## config.mk

```make
export PLATFORM = sky130hd
export DESIGN_NAME = pc_fetch_ctrl
export DESIGN_NICKNAME = d
export VERILOG_FILES = /design/src/rtl/pc_fetch_ctrl_pkg.sv /design/src/rtl/pc_fetch_ctrl_pc_next_sel.sv /design/src/rtl/pc_fetch_ctrl.sv
export SDC_FILE = /design/constraint.sdc
export NUM_CORES = 1
export LEC_CHECK = 0
export CAP_MARGIN = 25
export CORE_ASPECT_RATIO = 0.5
export CORE_MARGIN = 2
export CORE_UTILIZATION = 42
export DETAILED_ROUTE_END_ITERATION = 8
export PLACE_DENSITY = 0.78
export REMOVE_ABC_BUFFERS = 1
export SYNTH_ARGS = -nofsm -noshare
export SYNTH_HDL_FRONTEND = slang
export SYNTH_SLANG_ARGS = --single-unit
export TNS_END_PERCENT = 30
```

## constraint.sdc

```tcl
create_clock -name Clk -period 1.85 [get_ports Clk]
set_input_delay 0.185 -clock Clk [delete_from_list [all_inputs] [get_ports Clk]]
set_output_delay 0.185 -clock Clk [all_outputs]
set_load 0.03 [all_outputs]
```

## src/rtl/pc_fetch_ctrl_pkg.sv

```systemverilog
// Shared types and default widths for the program-counter / fetch-control stage.
package pc_pkg;

  typedef enum logic [1:0] {
    IDLE = 2'd0,
    RUN  = 2'd1,
    HALT = 2'd2
  } pc_state_t;

  localparam int PC_W  = 12;
  localparam int CNT_W = 16;

endpackage

```

## src/rtl/pc_fetch_ctrl_pc_next_sel.sv

```systemverilog
// Combinational next-PC priority mux for the RUN state:
// halt > stall > absolute jump > relative jump > increment.
module pc_next_sel
  import pc_pkg::*;
#(
  parameter int D = PC_W
) (
  input  logic [D-1:0] i_pc,
  input  logic         i_halt_instr,
  input  logic         i_stall,
  input  logic         i_abs_en,
  input  logic [D-1:0] i_abs_addr,
  input  logic         i_reljump_en,
  input  logic [D-1:0] i_target,
  output logic [D-1:0] o_next_pc,
  output logic         o_halt_req
);

  // Unsigned D-bit addition is already two's-complement modulo 2^D,
  // so a sign-interpreted offset needs no explicit extension.
  always_comb begin
    o_halt_req = i_halt_instr;
    o_next_pc  = i_pc;
    if (i_halt_instr || i_stall) begin
      o_next_pc = i_pc;
    end else if (i_abs_en) begin
      o_next_pc = i_abs_addr;
    end else if (i_reljump_en) begin
      o_next_pc = i_pc + i_target;
    end else begin
      o_next_pc = i_pc + D'(1);
    end
  end

endmodule

```

## src/rtl/pc_fetch_ctrl.sv

```systemverilog
// Program counter and IDLE/RUN/HALT fetch sequencer driving the instruction-memory
// address, with a saturating count of RUN cycles since the last start.
module pc_fetch_ctrl
  import pc_pkg::*;
#(
  parameter int D  = PC_W,
  parameter int CW = CNT_W
) (
  input  logic          Clk,
  input  logic          Reset,
  input  logic          start,
  input  logic [D-1:0]  start_addr,
  input  logic          stall,
  input  logic          halt_instr,
  input  logic          abs_en,
  input  logic [D-1:0]  abs_addr,
  input  logic          reljump_en,
  input  logic [D-1:0]  target,
  output logic [D-1:0]  prog_ctr,
  output logic          fetch_valid,
  output logic          done,
  output logic [1:0]    state_o,
  output logic [CW-1:0] cycle_cnt
);

  localparam logic [CW-1:0] CNT_MAX = {CW{1'b1}};

  pc_state_t     r_state;
  logic [D-1:0]  r_pc;
  logic          r_done;
  logic [CW-1:0] r_cnt;
  logic [D-1:0]  w_next_pc;
  logic          w_halt_req;

  pc_next_sel #(.D(D)) u_next_sel (
    .i_pc         (r_pc),
    .i_halt_instr (halt_instr),
    .i_stall      (stall),
    .i_abs_en     (abs_en),
    .i_abs_addr   (abs_addr),
    .i_reljump_en (reljump_en),
    .i_target     (target),
    .o_next_pc    (w_next_pc),
    .o_halt_req   (w_halt_req)
  );

  always_ff @(posedge Clk) begin
    if (!Reset) begin
      r_state <= IDLE;
      r_pc    <= '0;
      r_done  <= 1'b0;
      r_cnt   <= '0;
    end else begin
      case (r_state)
        IDLE: begin
          if (start) begin
            r_state <= RUN;
            r_pc    <= start_addr;
            r_cnt   <= '0;
            r_done  <= 1'b0;
          end
        end
        RUN: begin
          r_cnt <= (r_cnt == CNT_MAX) ? r_cnt : r_cnt + CW'(1);
          r_pc  <= w_next_pc;
          if (w_halt_req) begin
            r_state <= HALT;
            r_done  <= 1'b1;
          end
        end
        HALT: begin
          if (start) begin
            r_state <= RUN;
            r_pc    <= start_addr;
            r_cnt   <= '0;
            r_done  <= 1'b0;
          end
        end
        // The unused encoding falls back to IDLE without touching PC or count.
        default: begin
          r_state <= IDLE;
          r_done  <= 1'b0;
        end
      endcase
    end
  end

  assign prog_ctr    = r_pc;
  assign done        = r_done;
  assign cycle_cnt   = r_cnt;
  assign state_o     = r_state;
  assign fetch_valid = (r_state == RUN);

endmodule

```

Word-level counts from Yosys, hierarchy flattened
Index checks and enable logic that the tools add are counted.
{"block": "totals", "wordCells": 35, "regBits": 31, "out_inout_bits": 32}
{"block": "op_classes", "eq_ne": 7, "n_mux": 14, "reduce_logical": 7, "add_sub_neg": 3}
{"operator": "$mux 12", "count": 4}
{"operator": "$mux 16", "count": 2}
{"operator": "$pmux 16 s2", "count": 1}
{"operator": "$pmux 12 s2", "count": 1}
{"operator": "$add 16x1->16 const B", "count": 1}
{"operator": "$eq 16x16->1 const B", "count": 1}
{"operator": "$add 12x1->12 const B", "count": 1}
{"operator": "$add 12x12->12", "count": 1}
{"operator": "$ne 2x2->1 const B", "count": 3}
{"operator": "$reduce_and 3->1", "count": 2}
{"operator": "$mux 2", "count": 2}
{"operator": "$pmux 2 s2", "count": 1}
{"operator": "$eq 2x1->1 const B", "count": 1}
{"operator": "$eq 2x2->1 const B", "count": 1}
{"operator": "$logic_not 2->1", "count": 1}
{"operator": "$mux 1", "count": 2}
{"operator": "$ne 2x1->1 const B", "count": 1}
{"operator": "$pmux 1 s2", "count": 1}
{"operator": "$reduce_and 2->1", "count": 1}
{"operator": "$reduce_bool 2->1", "count": 1}
{"operator": "$reduce_or 2->1", "count": 1}
{"operator": "$logic_or 1x1->1", "count": 1}

Logic depth before layout (Yosys ltp)
Gate-level depths: netlist (run 1).
{"block": "depth", "ltp_word": 5, "mapped_depth": 9, "mapped_depth_nobuf": 9}

Modules after synthesis
Synthesis (run 1) repeated with hierarchy kept, for this count alone.
{"block": "hier_totals", "hier_cells": 308, "hier_area_um2": 2387.3}
{"module": "pc_fetch_ctrl", "n_inst": 1, "area_per_inst_um2": 1605.3, "seq_area_each_um2": 620.6, "cells_per_inst": 185}
{"module": "pc_next_sel", "n_inst": 1, "area_per_inst_um2": 782.0, "seq_area_each_um2": 0.0, "cells_per_inst": 123}

Least setup slack after synthesis (run 1)
No wires, ideal clock.
{"block": "synth_path", "path_kind": "reg2reg", "from": "register r_pc[0], in the netlist prog_ctr[0]", "to": "register r_pc[8], in the netlist prog_ctr[8]", "path_buffers": 0, "slack_ns": -0.174, "stages_incl_launch_ff": 9, "t_arrival_ns": 1.954, "required_ns": 1.780, "synth_period_minus_slack_ns": 2.024, "cell_sequence": "dfxtp_1 -> ha_1 -> inv_1 -> fa_1 -> nor2b_1 -> o21ba_2 -> o31ai_1 -> mux2_2 -> a21oi_1"}
{"block": "synth_between", "elab_chain_len": 5, "elab_cells_between_ends": 6}
{"item": "from (decl)", "line": "pc_fetch_ctrl.sv:29", "text": "logic [D-1:0] r_pc;"}
{"item": "from (signal assigned)", "line": "pc_fetch_ctrl.sv:58", "text": "r_pc <= start_addr;"}
{"item": "from (signal assigned)", "line": "pc_fetch_ctrl.sv:65", "text": "r_pc <= w_next_pc;"}
{"item": "from (signal assigned)", "line": "pc_fetch_ctrl.sv:74", "text": "r_pc <= start_addr;"}
{"item": "$add 12x1->12 or $add 12x12->12 (tied branches)", "line": "pc_fetch_ctrl_pc_next_sel.sv:31, pc_fetch_ctrl_pc_next_sel.sv:29"}
{"item": "$mux 12 (*)", "line": "pc_fetch_ctrl_pc_next_sel.sv:28", "text": "end else if (i_reljump_en) begin"}
{"item": "$mux 12 (*)", "line": "pc_fetch_ctrl_pc_next_sel.sv:26", "text": "end else if (i_abs_en) begin"}
{"item": "$mux 12 (*)", "line": "pc_fetch_ctrl_pc_next_sel.sv:24", "text": "if (i_halt_instr || i_stall) begin"}
{"item": "$pmux 12 s2 (*)", "line": "pc_fetch_ctrl.sv:54", "text": "case (r_state)"}
Mark *: on every way between the ends. The rest lies on a longest branch, timed or not. The select of a mux whose other input is x is not followed.
A chain may end at the register's enable or synchronous reset.

Worst setup path after layout (run 1)
{"block": "layout_path", "from": "input target[5]", "to": "register r_pc[8], in the netlist prog_ctr[8]"}
{"block": "layout_between", "elab_chain_len": 5}
{"item": "from (decl)", "line": "pc_fetch_ctrl.sv:18", "text": "input logic [D-1:0] target,"}
{"item": "$add 12x12->12", "line": "pc_fetch_ctrl_pc_next_sel.sv:29", "text": "o_next_pc = i_pc + i_target;"}
{"item": "$mux 12", "line": "pc_fetch_ctrl_pc_next_sel.sv:28"}
{"item": "$mux 12", "line": "pc_fetch_ctrl_pc_next_sel.sv:26"}
{"item": "$mux 12", "line": "pc_fetch_ctrl_pc_next_sel.sv:24"}
{"item": "$pmux 12 s2", "line": "pc_fetch_ctrl.sv:54"}
No other way between the ends. The select of a mux whose other input is x is not followed.

==> results.json, run 1 <==
{
  "tritoncts": "yes",
  "r2r-start": "prog_ctr[9]",
  "core-area_mm2": 0.00500,
  "cts_buffers": 5,
  "yosys_most_used_dff": "dfxtp_1",
  "grt_pass1_vias": 2460,
  "drcViolationCount": 0,
  "max_freq_mhz": 534,
  "critical_path_class": "in -> reg",
  "synth_area_mm2": 0.00222,
  "reg2reg_to": "prog_ctr[11]",
  "nNetsFinal": 446,
  "wl_per_cell_um": 16.2,
  "seq_area_um2": 604,
  "port_buffers": 74,
  "hold_slack_ns": 0.491,
  "ff2ff_path_depth": 6,
  "initial_core_util_pct": 44.4,
  "r2r_slack_ns": 0.02,
  "diodes": 0,
  "clockBufferDepth": 2,
  "finalCritPeriodShare_pct": 101,
  "outcome": "complete, but fails checks",
  "maxSlewHeadroom_pct": 68.4,
  "dieArea_mm2": 0.00592,
  "drv_cap": 0,
  "worstSetupEndpoint": "prog_ctr[8]",
  "ys_types": 54,
  "clk_latency_ns": 0.31,
  "arrival_ns": 2.12,
  "cp-start-kind": "input pin",
  "vdd_drop_max_mv": 0.356,
  "rsz0062_at_grt": "yes",
  "postRouteAntennaNets": 0,
  "fin_skew_ns": 0.0132,
  "rows": 18,
  "finalSetupViolCount": 2,
  "worst_pin_slew_ns": 0.472,
  "multi_input_area_mm2": 0.00174,
  "die_x_um": 107,
  "ios": 75,
  "cellLeakagePower_nw": 1.41,
  "syn_to_final_growth_pct": 64.5,
  "finalWorstSetupSlack_ns": -0.0231,
  "min_period_ns": 1.87,
  "grt.overflow.total": 0,
  "vias_per_cell": 5.64,
  "hold_viol": 0,
  "fill_cells": 369,
  "failed_checks": "setup timing",
  "utilization_pct": 73.0,
  "syn_area_per_cell_um2": 7.98,
  "htreeDepth": 2,
  "powerDensity_mw_per_mm2": 577,
  "die_y_um": 55.4,
  "track_usage_pct": 24.8,
  "vias": 2596,
  "layout-drive-gt1-share_pct": 24.6,
  "globalplace.congestion": 0.872,
  "dp_hpwl_mm": 4.99,
  "async_flop_share_pct": 0,
  "clkTransAtPathRegs_ns": 0.08,
  "finalPower_mw": 2.11,
  "critPathMaxFanout": 3,
  "antenna_found_initial": 0,
  "cp-startpoint": "target[5]",
  "wl_mm": 7.44,
  "cts_sinks": 30,
  "cp.required_ns": 2.09,
  "min_path_type": "reg -> reg",
  "drt_iter0_drc": 124,
  "drt_pass1_iterations": 4,
  "maxSlewViolCount": 0,
  "ys_seq_area_share_pct": 27.1,
  "hold_depth": 2,
  "worstSetupEndpointType": "flop",
  "synth_warnings": 0,
  "cts_hold_buf": 0,
  "cts-root-buf": "clkbuf_8",
  "synth_edf_count": 0,
  "grt_max_degree": 20,
  "synth_cells": 278,
  "ys_seq_elements": 30,
  "grt_pass1_wl_mm": 11.8
}
[timing repair]
item	CTS	global route
buffers inserted	0	3
gates cloned	1	0
pin swaps	13	11
setup endpoints to repair	9	14
gates resized for setup	40	16
[worst max-delay path, stage by stage]
cell             delay [ns]
clkdlybuf4s50_1        0.50
and2_4                 0.17
ha_4                   0.21
nand4_1                0.16
o21ba_4                0.20
o31ai_4                0.26
mux2_4                 0.33
a21oi_2                0.10
[sequential cells by signal (all words and copies together) (netlist names)]
| register | cells |
|---|---|
| state_o | 1 |
| cycle_cnt | 16 |
| done | 1 |
| prog_ctr | 12 |
[cells in the mapped netlist (all sizes together), types with 4 or more instances]
cell | count | share of area (%)
dfxtp | 30 | 27
nand2 | 30 | 5.1
nor2 | 22 | 3.7
xnor2 | 16 | 6.3
a21oi | 12 | 2.9
ha | 12 | 6.8
o21ai | 12 | 2.7
a211oi | 10 | 3.4
and2 | 10 | 2.8
nand3 | 10 | 2.3
nor3 | 9 | 2.0
clkbuf | 8 | 1.4
inv | 8 | 1.4
nand4 | 7 | 2.3
nor2b | 7 | 2.0
o211ai | 7 | 2.4
buf | 6 | 1.6
a21boi | 4 | 1.4
a31oi | 4 | 1.1
and3 | 4 | 1.1
nor4b | 4 | 2.9
or3 | 4 | 1.1
[report_power, final]
group          internal, mW  switching (mW)
registers             0.675          0.0336
logic                 0.360           0.331
clock network         0.431           0.278
[layer usage]
metal	wire (um)	global-route usage, %	up-vias	share of wire [%]
li1	-	-	1239	-
met5	0	0	-	0
met1	3280	31.3	1250	44
met2	3630	43.2	89	49
met4	144	6.86	0	1.9
met3	377	4.96	18	5.1
[stage by stage]
stage	cell area (um^2)	setup TNS, ns	cells	worst slack (ns)
after floorplan	2150	-10.54	264	-0.684
final	3650	-0.0271	460	-0.0231
after detailed placement	3290	-4.78	449	-0.562
after global placement	3290	-4.42	449	-0.508
after global routing	3650	-0.254	460	-0.0751
after CTS	3570	0	457	0.00647
[cell families after synthesis]
family / after synthesis / synth area share, %
AND/OR/NAND/NOR: 122 / 30.4
AO/OA/AOI/OAI: 70 / 22.0
flip-flops: 30 / 27.1
buffers and inverters: 22 / 4.28
XOR/XNOR: 17 / 6.71
adder cells (fa/ha/maj): 13 / 7.67
multiplexers: 4 / 1.86
[how the worst min path moves through the flow]
stage | from | endpoint
3_3_place_gp | cycle_cnt[1] | cycle_cnt[1]
5_1_grt | cycle_cnt[1] | cycle_cnt[1]
6_report | cycle_cnt[1] | cycle_cnt[1]
3_5_place_dp | cycle_cnt[1] | cycle_cnt[1]
4_1_cts | start_addr[3] | prog_ctr[3]
2_1_floorplan | Reset | prog_ctr[10]
[placed cells by master, fill, tap and decap left out, types with 3 or more instances in the layout]
master and instances:
xnor2_1 16, clkdlybuf4s50_1 67, inv_1 7, buf_4 45
nand2_1 30, and2_4 5, o2111ai_1 3, nand4_1 6
clkbuf_8 6, nor3_1 8, a21oi_2 3, o21ai_0 9
nand3b_1 3, nor2_1 22, nor2b_1 5, ha_1 3
dlygate4sd2_1 3, and3_1 4, dfxtp_2 3, o211ai_1 7
mux2i_1 3, a211oi_1 7, ha_4 8, a211oi_2 3
dfxtp_1 27, a21oi_1 7, a21boi_0 3, or3_1 4
nand3_1 9, and2_1 5, a31oi_1 4
[area by class of cell]
cell class / count / share of cell area, %
clock buffer: 6 / 2.26
inverter: 8 / 0.822
sequential: 30 / 16.6
clock inverter: 1 / 0.822
timing repair buffer: 119 / 29.4
multi-input combinational: 226 / 47.7
tap: 70 / 2.40
Power figures use the tool's default switching activity.
==> run 2, diff against run 1 <==
--- a/config.mk
+++ b/config.mk
@@ -9,6 +9,7 @@
 export CORE_ASPECT_RATIO = 0.5
 export CORE_MARGIN = 2
 export CORE_UTILIZATION = 42
+export CTS_CLUSTER_DIAMETER = 50
 export DETAILED_ROUTE_END_ITERATION = 8
 export PLACE_DENSITY = 0.78
 export REMOVE_ABC_BUFFERS = 1
==> results of run 2 <==
Same layout as run 1: the final DEF is identical, and so are final timing and power.
==> run 3, diff against run 2 <==
--- a/config.mk
+++ b/config.mk
@@ -13,6 +13,7 @@
 export DETAILED_ROUTE_END_ITERATION = 8
 export PLACE_DENSITY = 0.78
 export REMOVE_ABC_BUFFERS = 1
+export SKIP_CTS_REPAIR_TIMING = 1
 export SYNTH_ARGS = -nofsm -noshare
 export SYNTH_HDL_FRONTEND = slang
 export SYNTH_SLANG_ARGS = --single-unit
==> run 3 against run 2 <==
Effect of this change:
- global-route usage down 2.6 points
- sequential power is essentially flat
- fmax grew 1.1%
- the flow still finishes with violations (setup timing)
- flip-flop and latch count is the same
- final cell count up 0.65%
- total power up 0.82%
- clock skew down 0.0047 ns
- highest routed layer unchanged
- critical endpoint unchanged
- sequential share of layout area shrank 0.20 points
- worst setup slack better by 0.020 ns
- routed wire length up 6.1%
==> results.json, run 3 (same netlist as run 1, synthesis figures left out) <==
{
  "outcome": "complete, but fails checks",
  "failed_checks": "setup timing",
  "swShare_pct": 30.8,
  "finalCritPeriodShare_pct": 100,
  "largest_reg_flops": 16,
  "mostFrequentLayoutCell": "clkdlybuf4s50_1",
  "final_cell_mix": "67 x clkdlybuf4s50_1, 48 x buf_4, 29 x nand2_1",
  "vias_per_cell": 5.65,
  "stdcell_count": 463,
  "tritoncts": "yes",
  "dieArea_mm2": 0.00592,
  "port_buffers": 74,
  "hold_viol": 0,
  "nNetsFinal": 449,
  "power_switching_uw": 654,
  "layout-drive-gt1-share_pct": 26.2,
  "drv_cap": 0,
  "ios": 75,
  "fin_skew_ns": 0.00847,
  "antenna_found_initial": 0,
  "wl_mm": 7.89,
  "hold_slack_ns": 0.486,
  "rsz0062_at_grt": "yes",
  "finalPower_mw": 2.13,
  "htreeDepth": 2,
  "die_y_um": 55.4,
  "die_x_um": 107,
  "cp-start-kind": "flop",
  "drt_iter0_drc": 158,
  "vias": 2618,
  "grt.overflow.total": 0,
  "syn_to_final_growth_pct": 66.5,
  "maxSlewViolCount": 0,
  "min_path_type": "in -> reg",
  "power_frac_seq_pct": 33.3,
  "pwr-share-clk_pct": 33.2,
  "arrival_ns": 2.09,
  "critical_path_class": "reg -> reg",
  "cts_buffers": 5,
  "finalSetupViolCount": 1,
  "critPathMaxFanout": 3,
  "wl_per_cell_um": 17.0,
  "postRouteAntennaNets": 0,
  "worst_pin_slew_ns": 0.468,
  "clkTransAtPathRegs_ns": 0.07,
  "grt_max_degree": 20,
  "p_int_mw": 1.47,
  "drcViolationCount": 0,
  "min_period_ns": 1.85,
  "rows": 18,
  "powerDensity_mw_per_mm2": 575,
  "post-place-cells": 449,
  "drt_pass1_iterations": 4,
  "maxSlewHeadroom_pct": 68.7,
  "worstSetupEndpointType": "flop",
  "track_usage_pct": 22.3,
  "clk_latency_ns": 0.30,
  "core-area_mm2": 0.00500,
  "diodes": 0,
  "cts_sinks": 30,
  "globalplace.congestion": 0.872,
  "finalWorstSetupSlack_ns": -0.00270,
  "clockBufferDepth": 2,
  "cp.required_ns": 2.09,
  "max_freq_mhz": 540,
  "p_comb_share_pct": 33.5,
  "vdd_drop_max_mv": 0.362,
  "initial_core_util_pct": 44.4,
  "cellLeakagePower_nw": 1.45,
  "dp_hpwl_mm": 4.99,
  "cts-root-buf": "clkbuf_8",
  "grt_pass1_wl_mm": 10.7,
  "grt_pass1_vias": 2374
}
==> run 3: cell count changes in the layout (fill, tap and decap cells not counted), sizes merged <==
| cell | change |
|---|---|
| dlygate4sd2 | -3 |
| dlymetal6s2s | +3 |
| buf | +2 |
| clkbuf | +1 |
==> run 3: final cells by class <==
cell class                 instances  area, um^2
clock buffer                       6        82.6
clock inverter                     1        30.0
fill                             366        1300
inverter                           8        30.0
multi-input combinational        226        1750
sequential                        30         604
tap                               70        87.6
timing repair buffer             122        1110
==> run 3: path summary, 6_finish.rpt <==
kind | startpoint | cells past startpoint | slack, ns | endpoint
setup / recovery | prog_ctr[0] | 8 | -0.003 | prog_ctr[8]
hold / removal | start_addr[3] | 3 | 0.49 | prog_ctr[3]
setup reg to reg | prog_ctr[0] | 8 | -0.003 | prog_ctr[8]
hold reg to reg | cycle_cnt[1] | 2 | 0.49 | cycle_cnt[1]
==> run 3: power by group through the flow <==
stage | combinational, mW | clock [mW] | sequential (mW)
global route | 0.752 | 0.748 | 0.712
detailed placement | 0.587 | 0 | 0.716
global placement | 0.579 | 0 | 0.715
CTS | 0.593 | 0.712 | 0.701
finish | 0.712 | 0.705 | 0.708
floorplan | 0.229 | 0 | 0.774
==> run 3: worst max-delay path, cell delays in order, from the launching register on <==
cell and delay (ns):
dfxtp_2 0.36, ha_4 0.14, inv_2 0.04, fa_2 0.41, nor2b_4 0.14, o21ba_4 0.21
o31ai_4 0.07, mux2_4 0.31, a21oi_2 0.11
==> run 3: layer usage <==
layer	track usage [%]	vias up	routed length, um
met5	0	-	0
met4	7.05	0	156
met3	4.84	22	453
met2	38.6	102	3960
met1	27.6	1251	3320
li1	-	1243	-
==> run 3: stage by stage <==
step / util [%] / setup TNS, ns / worst slack [ns] / instance area, um^2
after floorplan: - / -10.54 / -0.684 / 2150
after global placement: 65.7 / -4.42 / -0.508 / 3290
after detailed placement: 65.7 / -4.78 / -0.562 / 3290
after CTS: 68.0 / -1.53 / -0.262 / 3400
after global routing: 73.9 / -0.208 / -0.0781 / 3700
final: 73.9 / -0.00270 / -0.00270 / 3700
